===== src/rtl/w_schedule_stream.sv =====
// SHA-256 message-schedule stream.
// Loads one 512-bit block, presents the reordered 16-word block on W with a
// one-cycle en_next pulse, then streams W_0..W_{ROUNDS-1} one word per
// accepted transfer. The expansion runs on a 16-word sliding window, so
// W_t is always window[0].
//
// Handshake: a word transfers on every rising edge where w_valid and w_ready
// are both high. w_valid, W_t and t only change after a transfer (or on
// load/reset), so a stalled word is held stable with nothing dropped or
// repeated; w_ready may toggle freely and has no effect while w_valid=0.
module w_schedule_stream #(
  parameter int ROUNDS = 64,
  parameter bit BSWAP  = 1'b0
) (
  input  logic         clk,
  input  logic         reset,
  input  logic         en,
  input  logic [511:0] M,
  output logic [511:0] W,
  output logic         en_next,
  output logic         w_valid,
  input  logic         w_ready,
  output logic [31:0]  W_t,
  output logic [5:0]   t,
  output logic         busy,
  output logic         done,
  output logic         state_dbg
);

  typedef enum logic {IDLE = 1'b0, STREAM = 1'b1} state_t;

  localparam logic [5:0] LAST_T = 6'(ROUNDS - 1);

  state_t      state;
  logic [31:0] window    [16];
  logic [31:0] load_word [16];
  logic [31:0] next_word;
  logic        load;
  logic        xfer;
  logic        last;

  function automatic logic [31:0] sig0(input logic [31:0] x);
    return {x[6:0], x[31:7]} ^ {x[17:0], x[31:18]} ^ (x >> 3);
  endfunction

  function automatic logic [31:0] sig1(input logic [31:0] x);
    return {x[16:0], x[31:17]} ^ {x[18:0], x[31:19]} ^ (x >> 10);
  endfunction

  // Word i of M sits at the top end; optionally byte-reverse each word.
  for (genvar i = 0; i < 16; i++) begin : g_load
    logic [31:0] raw;
    assign raw          = M[511-32*i -: 32];
    assign load_word[i] = BSWAP ? {raw[7:0], raw[15:8], raw[23:16], raw[31:24]} : raw;
  end

  assign load      = (state == IDLE) && en;
  assign xfer      = (state == STREAM) && w_ready;
  assign last      = xfer && (t == LAST_T);
  // Schedule word t+16 from the window holding words t..t+15.
  assign next_word = sig1(window[14]) + window[9] + sig0(window[1]) + window[0];

  assign w_valid   = (state == STREAM);
  assign busy      = (state == STREAM);
  assign W_t       = window[0];
  assign state_dbg = state;

  // Load/stream state machine with window, index and pulse registers.
  always_ff @(posedge clk or negedge reset) begin
    if (!reset) begin
      state   <= IDLE;
      t       <= '0;
      en_next <= 1'b0;
      done    <= 1'b0;
      W       <= '0;
      for (int i = 0; i < 16; i++) window[i] <= '0;
    end else begin
      en_next <= load;
      done    <= last;
      if (load) begin
        for (int i = 0; i < 16; i++) begin
          window[i]     <= load_word[i];
          W[32*i +: 32] <= load_word[i];
        end
        t     <= '0;
        state <= STREAM;
      end else if (xfer) begin
        for (int i = 0; i < 15; i++) window[i] <= window[i+1];
        window[15] <= next_word;
        if (last) begin
          t     <= '0;
          state <= IDLE;
        end else begin
          t <= t + 6'd1;
        end
      end
    end
  end

endmodule


===== config.mk =====
export PLATFORM = sky130hd
export DESIGN_NAME = w_schedule_stream
export DESIGN_NICKNAME = d
export VERILOG_FILES = /design/src/rtl/w_schedule_stream.sv
export SDC_FILE = /design/constraint.sdc
export NUM_CORES = 2
export LEC_CHECK = 0
export CAP_MARGIN = 20
export CORE_AREA = 2 2 417 419
export CTS_BUF_LIST = sky130_fd_sc_hd__clkbuf_16
export CTS_CLUSTER_SIZE = 10
export DETAILED_ROUTE_END_ITERATION = 8
export DIE_AREA = 0 0 419 421
export PLACE_DENSITY = 0.58
export SYNTH_ARGS = -nofsm -noshare
export SYNTH_HDL_FRONTEND = slang
export SYNTH_SLANG_ARGS = --single-unit

===== constraint.sdc =====
create_clock -name clk -period 6.2 [get_ports clk]
set_input_delay 0.93 -clock clk [delete_from_list [all_inputs] [get_ports clk]]
set_output_delay 0.93 -clock clk [all_outputs]
set_load 0.02 [all_outputs]

; Word level (Yosys, flattened, before mapping)
; Index checks and enable logic that the tools add are counted.
[classes]
n_mux = 8
n_reduce_logical = 6
n_eq_ne = 1
bitwise = 5
n_addsub = 4
[op_table]
columns = cell, count
row1 = 512-bit 2-to-1 mux, 2
row2 = 32-bit adder, 3
row3 = 32-bit XOR, 2
row4 = 32-bit by 22-bit XOR with 32-bit output, 1
row5 = 32-bit by 29-bit XOR with 32-bit output, 1
row6 = 6-bit 2-to-1 mux, 3
row7 = "6-bit by 1-bit adder with 6-bit output, second input constant", 1
row8 = "6-bit equality test, second input constant", 1
row9 = 2-bit nonzero test, 2
row10 = 1-bit logical AND, 3
row11 = 1-bit 2-to-1 mux, 3
row12 = 2-bit AND reduction, 1
row13 = 1-bit inverter, 1
[totals]
register_bits = 1033
wordCells = 45
inputBits = 516
output_inout_bits = 555

; Longest topological paths before layout
[logic_depth]
word_depth = 7
mapped_depth = 15
ltp_nobuf = 14

; Worst setup path after synthesis
; OpenSTA, ideal clock, no wires.
[synth_timing]
path_type = register -> register
startpoint = reg window[43] (netlist bit)
endpoint = reg window[23] (netlist bit)
period_less_slack_ns = 3.848
setup_time_ns = 0.140
path_buffers = 1
arrival_ns = 3.708
required_time_ns = 6.060
path_stages_with_launch = 16
setup_slack_ns = 2.352
path_cell_list = dfrtp_1 -> clkbuf_1 -> xor2_1 -> xnor2_1 -> fa_1 -> inv_1 -> fa_1 -> ha_1 -> fa_1 -> a21oi_1 -> nand4b_1 -> a32oi_4 -> a2111oi_4 -> o21ai_1 -> xnor2_1 -> o211ai_1
[synth_between]
elab_chain_cells = 6
[synth_lines]
columns = item, line_no
row1 = from (decl), 35  ; logic [31:0] window [16];
row2 = "from (signal, indexed assignment)", 82  ; window[i] <= load_word[i];
row3 = 32-bit by 22-bit XOR with 32-bit output, 47  ; return {x[16:0], x[31:17]} ^ {x[18:0], x[31:19]} ^ (x >> 10);
row4 = 32-bit adder (3 in a row), 61  ; assign next_word = sig1(window[14]) + window[9] + sig0(window[1]) + window[0];
row5 = 512-bit 2-to-1 mux, 87  ; end else if (xfer) begin
row6 = 512-bit 2-to-1 mux, 80  ; if (load) begin
; No other way between the ends. The select of a mux whose other input is x is not followed.
; A chain may end at the register's enable or synchronous reset.

; Final worst setup path
; Ends and elaborated chain as after synthesis.

==> reports/metrics.yaml <==
global_route:
  overflow: 0
  track_usage_pct: 24.2
  first_global_vias: 36837
  grt_antenna_before_repair: 24
  grt_pass1_wl_um: 297000
  maximum_number_of_pins_on_one_net_before_global_route_repair: 190
timing:
  slew_headroom_pct: 22.4
  worst_clock_skew_ns: 0.0357
  grt_setup_unrepaired: "no"
  finalMaxSlewViolations: 0
  worst_slew_pin_slew_ns: 1.16
  post-route-worst-setup-slack_ns: 1.93
  fin_crit_ns: 4.27
  final-hold-violation-count: 0
  setup_viol_count_final: 0
  peak_clock_frequency_supported_by_timing_mhz: 234
  worst_hold_slack_ns: 0.146
  final_min_period_over_clock_period_pct: 68.9
  total_negative_slack_ns: 0
clock_network:
  tritoncts: "built"
  clock_insertion_delay_worst_skew_ns: 0.79
  clock_tree_buffer_depth: 3
  clk_pin_slew_ns: 0.06
  cts.sink_count: 1033
  ctsResizeCount: 0
  cts-buffers-inserted: 131
  cts_htree_levels: 4
  root_buffer: "sky130_fd_sc_hd__clkbuf_16"
  cts-hold-fix-buffers: 0
  post_cts_setup_buffer_count: 0
pwr:
  clock_power_share_pct: 16.8
  power_per_cell_area_nw_per_um2: 702
  power.sequential.fraction_pct: 26.6
  p_sw_share_pct: 47.3
  irDropWorstVdd_mv: 0.880
  p_comb_share_pct: 56.5
  pnr_total_power_mw: 43.6
  reported_leakage_power_nw: 29.4
  power.internal_mw: 22.9
  netSwitchingPower_mw: 20.6
placement:
  gp_routability_congestion: 0.942
  detailedPlacementHpwl_um: 172000
  numPortBuffers: 1070
  pre_cts_slack_ns: 1.93
cells_and_area:
  nNetsFinal: 6024
  layout-drive-gt1-share_pct: 4.37
  mostFrequentLayoutCells: "1589 x sky130_fd_sc_hd__nand2_1, 1069 x sky130_fd_sc_hd__clkdlybuf4s50_1, 1033 x sky130_fd_sc_hd__dfrtp_1, 494 x sky130_fd_sc_hd__o21ai_0, 487 x sky130_fd_sc_hd__mux2i_1"
  area_growth_pct: 37.0
  layout.cells.most_common: "sky130_fd_sc_hd__nand2_1"
logic_synthesis:
  synth_edf_count: 0
  synth_mux_area_share_pct: 10.8
  post_synth_inst_count: 4472
  yosys.cell_types.count: 63
  seq_area_frac_synth_pct: 57.1
  yosys.area_share.adder_pct: 3.62
  area_fraction_in_and_or_nand_and_nor_cells_after_synthesis_pct: 14.1
  syn-num-nets: 5082
  ys_seq_elements: 1033
  post_synth.cell_area_avg_um2: 10.1
  synth_top_family_by_area: "simple AND/OR/NAND/NOR gates"
  postSynth.asyncResetShare_pct: 100
  yosys_most_used_dff: "sky130_fd_sc_hd__dfrtp_1"
  complex_gate_fraction_of_the_synthesized_area_pct: 7.51
  synthesis.yosys.warnings: 0
  synth_xor_xnor_area_share_pct: 2.78
  synth_area_um2: 45300
critical_path:
  critPathMostFrequentCell: "sky130_fd_sc_hd__fa_1"
  biggest_cell_delay_along_the_critical_path_ns: 0.56
  crit_path_end_kind: "flop"
  setup.worst_path.class: "flop to flop"
  crit_path_max_fanout: 5
  critPathSlowestCell: "sky130_fd_sc_hd__a2111oi_4"
  worst-endpoint-required_ns: 6.83
  critPathArrivalTime_ns: 4.90
  crit_path_cell_trace: "xor2_1 -> xnor2_1 -> fa_1 -> inv_1 -> fa_1 -> ha_1 -> fa_1 -> a21oi_1 -> nand4b_1 -> a32oi_4 -> a2111oi_4 -> o21ai_1 -> xnor2_1 -> o211ai_1"
  crit_path_start_kind: "flop"
detailed_routing:
  avgViaCountPerCell: 4.67
  postRouteAntennaNets: 0
  wl_um: 217000
  route.detailed.drc: 0
  num_vias: 36483
  drt-initial-drc-count: 3363
  wl_per_cell_um: 27.8
  dr.pass1.iters: 5
die:
  floorplan.die_area_um2: 176000
  core_area_um2: 172000
  fp-row-count: 153
  pin_count: 1071
  initial_utilization_pct: 26.3
  die_w_um: 419
  floorplan.die.height_um: 421
flow_run:
  maxCapViolCount: 0
status:
  result_of_the_run: "finished clean"
hold_path:
  min-delay-path-class: "input port to async pin"
[Yosys cell counts, drive strengths merged, types with 4 or more instances]
| cell type | count | share of area, % |
|---|---|---|
| dfrtp | 1033 | 57 |
| ha | 32 | 0.88 |
| o211ai | 23 | 0.41 |
| nor2 | 33 | 0.28 |
| buf | 138 | 1.7 |
| clkbuf | 172 | 1.4 |
| mux2i | 487 | 11 |
| inv | 126 | 1.0 |
| a211oi | 6 | 0.11 |
| nand2 | 1591 | 13 |
| fa | 62 | 2.7 |
| xnor2 | 89 | 1.7 |
| o21a | 7 | 0.12 |
| a21oi | 29 | 0.35 |
| o31ai | 4 | 0.11 |
| nand4 | 6 | 0.083 |
| nand3 | 8 | 0.088 |
| o21ai | 501 | 5.5 |
| nor3 | 8 | 0.099 |
| a21o | 9 | 0.15 |
| xor2 | 55 | 1.1 |
| o21bai | 9 | 0.15 |
[logic make-up (layout without fill, tap and decap cells)]
group | after synthesis | after routing
DFF | 1033 | 1033
buffers and inverters | 436 | 1434
AOI/OAI and AO/OA | 611 | 611
other | 0 | 14
xor gates and xnor gates | 144 | 144
muxes | 487 | 487
and+or+nand+nor | 1667 | 1667
adders and majority gates | 94 | 94
[routing by layer]
metal | up-vias | global-route usage, % | wire (um)
met4 | 8 | 7.50 | 6540
met2 | 1249 | 39.4 | 104000
met1 | 18551 | 31.7 | 92300
met5 | - | 0 | 47
li1 | 16403 | - | -
met3 | 272 | 5.52 | 14400
[power by group through the flow]
stage	combinational, mW	sequential (mW)	clock (mW)
5_1_grt	26.9	11.8	7.73
6_report	24.6	11.6	7.33
3_3_place_gp	24.5	11.7	0
3_5_place_dp	24.4	11.7	0
2_1_floorplan	16.7	10.5	0
4_1_cts	24.5	11.6	7.47
[final cells by class]
class,instances,area [um2]
timing repair buffer,1119,11200
multi-input combinational,3003,17600
tap,2325,2910
fill,17345,110000
sequential,1033,25800
antenna,14,35.0
inverter,126,480
clock inverter,53,532
clock buffer,136,3400
[per-stage QoR]
stage | instances | area, um2 | util [%]
finish | 7809 | 62000 | 36.0
detailed placement | 7606 | 58100 | 33.7
CTS | 7795 | 62000 | 35.9
floorplan | 4472 | 45300 | -
global placement | 7606 | 58100 | 33.7
global route | 7801 | 62000 | 36.0
[worst max-delay path: cells and delay by family (launching register included)]
family / cells / cell delay, ns
DFF: 1 / 0.46
adders and majority gates: 4 / 1.63
AOI/OAI and AO/OA: 5 / 1.26
buffers and inverters: 1 / 0.05
and+or+nand+nor: 1 / 0.21
xor gates and xnor gates: 3 / 0.49
[registers in the layout (all words and copies together) (netlist names)]
name and count:
W_t 32, window 480, W 512, t 6
busy 1, done 1, en_next 1
[worst paths after layout]
kind,from,slack (ns),cells past startpoint,to
max,window[43],1.93,14,window[23]
min,reset,0.15,1,W[368]
max reg2reg,window[43],1.93,14,window[23]
min reg2reg,W[460],0.47,2,W[460]
max in group asynchronous,reset,4.37,2,window[418]
min in group clk,W[460],0.47,2,W[460]
Power figures use the tool's default switching activity.
